[src/rtl/seg7_scan_driver.sv]
// Time-multiplexed 8-digit common-anode seven-segment driver.
// New data is committed only at frame boundaries so frames never tear.
module seg7_scan_driver #(
    parameter int CLK_DIV  = 100000,
    parameter bit LZ_BLANK = 1'b0
) (
    input  logic        clk,
    input  logic        rst,
    input  logic        ena,
    input  logic [31:0] i_data,
    input  logic        i_load,
    output logic [7:0]  o_seg,
    output logic [7:0]  o_sel,
    output logic        o_frame_done
);

    localparam logic [23:0] DIV_MAX = 24'(CLK_DIV - 1);

    logic [23:0] div_cnt;
    logic [2:0]  digit;
    logic [31:0] shadow;
    logic [31:0] pending;
    logic        pend_vld;

    logic        tick;
    logic        wrap;
    logic [2:0]  digit_nxt;
    logic [31:0] shadow_nxt;
    logic [31:0] shifted;
    logic        blank;
    logic [7:0]  seg_nxt;
    logic [7:0]  sel_nxt;

    function automatic logic [7:0] enc(input logic [3:0] n);
        logic [7:0] s;
        unique case (n)
            4'h0: s = 8'hC0;
            4'h1: s = 8'hF9;
            4'h2: s = 8'hA4;
            4'h3: s = 8'hB0;
            4'h4: s = 8'h99;
            4'h5: s = 8'h92;
            4'h6: s = 8'h82;
            4'h7: s = 8'hF8;
            4'h8: s = 8'h80;
            4'h9: s = 8'h90;
            4'hA: s = 8'h88;
            4'hB: s = 8'h83;
            4'hC: s = 8'hC6;
            4'hD: s = 8'hA1;
            4'hE: s = 8'h86;
            4'hF: s = 8'h8E;
        endcase
        return s;
    endfunction

    assign tick      = ena && (div_cnt == DIV_MAX);
    assign wrap      = tick && (digit == 3'd7);
    assign digit_nxt = digit + 3'd1;

    // Shadow value as seen by this cycle's output update (commit at wrap)
    always_comb begin
        shadow_nxt = shadow;
        if (wrap) begin
            if (i_load) begin
                shadow_nxt = i_data;
            end else if (pend_vld) begin
                shadow_nxt = pending;
            end
        end
    end

    // Segment/select pattern for the digit about to be shown
    always_comb begin
        shifted = shadow_nxt >> {digit_nxt, 2'b00};
        blank   = LZ_BLANK && (digit_nxt != 3'd0) && (shifted == 32'd0);
        seg_nxt = blank ? 8'hFF : enc(shifted[3:0]);
        sel_nxt = ~(8'd1 << digit_nxt);
    end

    // Slot divider and digit index
    always_ff @(posedge clk or posedge rst) begin
        if (rst) begin
            div_cnt <= '0;
            digit   <= '0;
        end else if (ena) begin
            if (tick) begin
                div_cnt <= '0;
                digit   <= digit_nxt;
            end else begin
                div_cnt <= div_cnt + 24'd1;
            end
        end
    end

    // Pending capture and frame-boundary commit
    always_ff @(posedge clk or posedge rst) begin
        if (rst) begin
            shadow   <= '0;
            pending  <= '0;
            pend_vld <= 1'b0;
        end else if (wrap) begin
            shadow   <= shadow_nxt;
            pend_vld <= 1'b0;
        end else if (i_load) begin
            pending  <= i_data;
            pend_vld <= 1'b1;
        end
    end

    // Registered display outputs, refreshed on each tick
    always_ff @(posedge clk or posedge rst) begin
        if (rst) begin
            o_seg        <= 8'hFF;
            o_sel        <= 8'hFF;
            o_frame_done <= 1'b0;
        end else begin
            o_frame_done <= wrap;
            if (tick) begin
                o_seg <= seg_nxt;
                o_sel <= sel_nxt;
            end
        end
    end

endmodule
[config.mk]
export PLATFORM = sky130hd
export DESIGN_NAME = seg7_scan_driver
export DESIGN_NICKNAME = d
export VERILOG_FILES = /design/src/rtl/seg7_scan_driver.sv
export SDC_FILE = /design/constraint.sdc
export NUM_CORES = 1
export LEC_CHECK = 0
export CORE_MARGIN = 4
export CORE_UTILIZATION = 45
export DETAILED_ROUTE_END_ITERATION = 10
export PLACE_DENSITY = 0.68
export SLEW_MARGIN = 5
export SYNTH_ARGS = -nofsm -noshare
export SYNTH_HDL_FRONTEND = slang
export SYNTH_SLANG_ARGS = --single-unit
[constraint.sdc]
create_clock -name clk -period 4.3 [get_ports clk]
set_clock_uncertainty 0.05 [all_clocks]
set_input_delay 1.29 -clock clk [delete_from_list [all_inputs] [get_ports clk]]
set_output_delay 1.29 -clock clk [all_outputs]
set_load 0.1 [all_outputs]
==> results of run 1 <==
[sequential cells by signal, summed over array words and instances (netlist names)]
register and count:
o_frame_done 1, o_sel 8, pend_vld 1, div_cnt 24
digit 3, shadow 32, o_seg 7, pending 32
[metal layers]
layer,vias up,GRT usage
met5,-,0
li1,2041,-
met3,21,0.03959
met2,93,0.2729
met4,0,0.05941
met1,2034,0.2640
[power groups by stage]
stage	clock [uW]	combinational [uW]	sequential [uW]
5_1_grt	827	284	1140
3_3_place_gp	0	246	1140
4_1_cts	785	254	1130
3_5_place_dp	0	253	1150
2_1_floorplan	0	171	1130
6_report	769	251	1130
[cells by family after synthesis]
kind of cell,count (synthesis),synth area share
XOR/XNOR,23,0.03562
multiplexers,37,0.07478
buffers and inverters,49,0.04469
other,1,0.0006631
AO/OA/AOI/OAI,122,0.1504
adder cells (fa/ha/maj),13,0.02876
AND/OR/NAND/NOR,186,0.1838
flip-flops,108,0.4812
[Yosys cell counts, types with 4 or more instances]
library cell  number
a22o_1             6
a31oi_1           11
buf_6              7
or2_2              5
mux2i_1            4
and4_1             5
xnor2_1           15
mux2_2            32
and2_1             6
nor2_1            39
inv_1             18
and3_1            21
nand3_1           12
nand2_1           44
o2bb2ai_1         13
nor3b_1            6
a21oi_1           26
xor2_1             8
a22oi_1            6
dfstp_2           15
o21ai_0           25
clkbuf_1          13
nor3_1             7
nand4_1           10
buf_2             10
ha_1              13
dfrtp_1           93
[final cells by class]
cell class	count	share of cell area
Tap cell	168	0.03146
Sequential cell	108	0.4073
Inverter	18	0.01049
Clock inverter	1	0.001124
Clock buffer	15	0.03858
Multi-Input combinational cell	382	0.4013
Timing Repair Buffer	74	0.1097
[through the flow]
stage / hold WS (ps) / instances
detailed placement: 417.9 / 750
global placement: 415.1 / 750
floorplan: 388.0 / 539
CTS: 434.1 / 766
global route: 448.6 / 766
finish: 435.2 / 766
[path summary, 6_finish.rpt]
check                      slack, ps           to      from
hold / removal                   440     o_sel[4]  o_sel[4]
hold reg to reg                  440     o_sel[4]  o_sel[4]
min in group asynchronous       1450  pending[20]       rst
setup reg to reg                 780     o_seg[2]  digit[0]
max in group asynchronous       2010     o_seg[5]       rst
setup / recovery                 370     o_seg[2]       ena
[critical path: stages]
cell	delay (ps)
clkdlybuf4s50_1	470
and4_4	270
and4_1	250
nand2_4	140
a2bb2oi_1	240
a2bb2oi_1	190
and4_1	270
inv_1	90
ha_1	220
or4_1	540
a31oi_1	170
==> results.cfg, run 1 <==
[run_status]
status = completed

[clocking]
cts_resized = 0
clock_latency_ps = 350
cts_buffers = 9
holdBufCountCts = 0
clockRootBuffer = clkbuf_16
h-tree-depth = 3
cts_buffer_depth = 2
tritoncts = built
clock-sinks = 108
cts_setup_buffers = 0
clkTransAtPathRegs_ps = 60

[timing]
slew_headroom = 0.3479
period_needed_ps = 3935
setup_viol = 0
clock.fmax_ghz = 0.2542
setup_ws_ps = 365.4
slew_violations = 0
fin_crit_sh = 0.9150
rsz0062_at_grt = false
tns_ps = 0
hold_viol_final = 0
tightest_slew_ps = 975.0

[final_layout]
final_area_sq_um = 6681
final_cell_mix = dfrtp_1, clkdlybuf4s50_1, nand2_1
seq_area_sq_um = 2721
syn2layout_area_growth_pct = 18.14
drive_gt1_frac = 0.1789
multi_input_area_sq_um = 2681
antenna_cells = 0
final_common_cell = dfrtp_1
fillCellCount = 1074
final_nets = 642
utilization = 0.5494

[drt]
drtIter0Drc = 261
vias = 4189
met3_wirelength_um = 546
wirelength_um = 12650
wire_per_inst_um = 16.51
maxUsedRoutingLayer = met4
via_per_inst = 5.469
wl_met2_um = 5638
drtPass1Iterations = 4
wl_met1_um = 6196
postRouteAntennaNets = 0
drc_errors = 0

[worst_hold_path]
hold_depth = 2
hp-class = reg2reg

[yosys]
synth-edff-count = 0
seq_area_frac_synth = 0.4812
avgSynthCellArea_sq_um = 10.49
ys_ff_latch = 108
yosys_warnings = 0
netlist.area_leader.share = 0.4115
synth_fp_nets = 588
synth_ff_type = dfrtp_1
syn_inst = 539
synth_area_sq_um = 5655
async_reset_ff_frac = 1.000
synth_top_cell_by_area = dfrtp_1
ys_types = 73
yosys-top-cells-area = dfrtp_1, dfstp_2, mux2_2

[global_routing]
grt_max_degree = 76
grt_pass1_vias = 4086
grt_first_pass_wirelength_um = 21140
grt_usage = 0.1826
antenna_found_initial = 0
grt_overflow_total = 0

[floorplan]
row_count = 40
coreArea_sq_um = 12160
start_util = 0.4650
die_w_um = 120.1
ios = 53
die_area_sq_um = 14430
die_h_um = 120.1

[power]
p_sw_uw = 530.6
intPower_uw = 1615
p_sw_frac = 0.2472
peakVddDrop_v = 0.0002423
p_comb_frac = 0.117
leakagePower_uw = 0.002866
pwr-share-seq = 0.525
power.density_nw_per_um2 = 321.2
pwr-share-clk = 0.358
p_total_uw = 2146

[place]
gp_congestion = 0.9179
place_area_sq_um = 6416
port_buffers = 51
hpwl_um = 9315
place_ws_ps = 4.716

[critical_path]
worstPathRequired_ps = 4520
criticalPathCategory = in2reg
crit_arrival_ps = 4160
end_kind = register
path_max_fanout = 12
critPathLaunchType = primary input
rr_worst_depth = 11

[job]
cap_viol_max_count = 0
Note: power is estimated with default switching activity, not from simulation.
==> inputs of run 2 (changes only) <==
==> constraint.sdc (replaced) <==
create_clock -name clk -period 4.3 [get_ports clk]
set_clock_uncertainty 0.05 [all_clocks]
set_input_delay 1.29 -clock clk [delete_from_list [all_inputs] [get_ports clk]]
set_output_delay 1.29 -clock clk [all_outputs]
set_load 0.005 [all_outputs]
==> results of run 2 <==
Same layout as run 1 (identical final DEF). Status: completed.
Among the figures that moved: total power 2146 uW -> 2142 uW
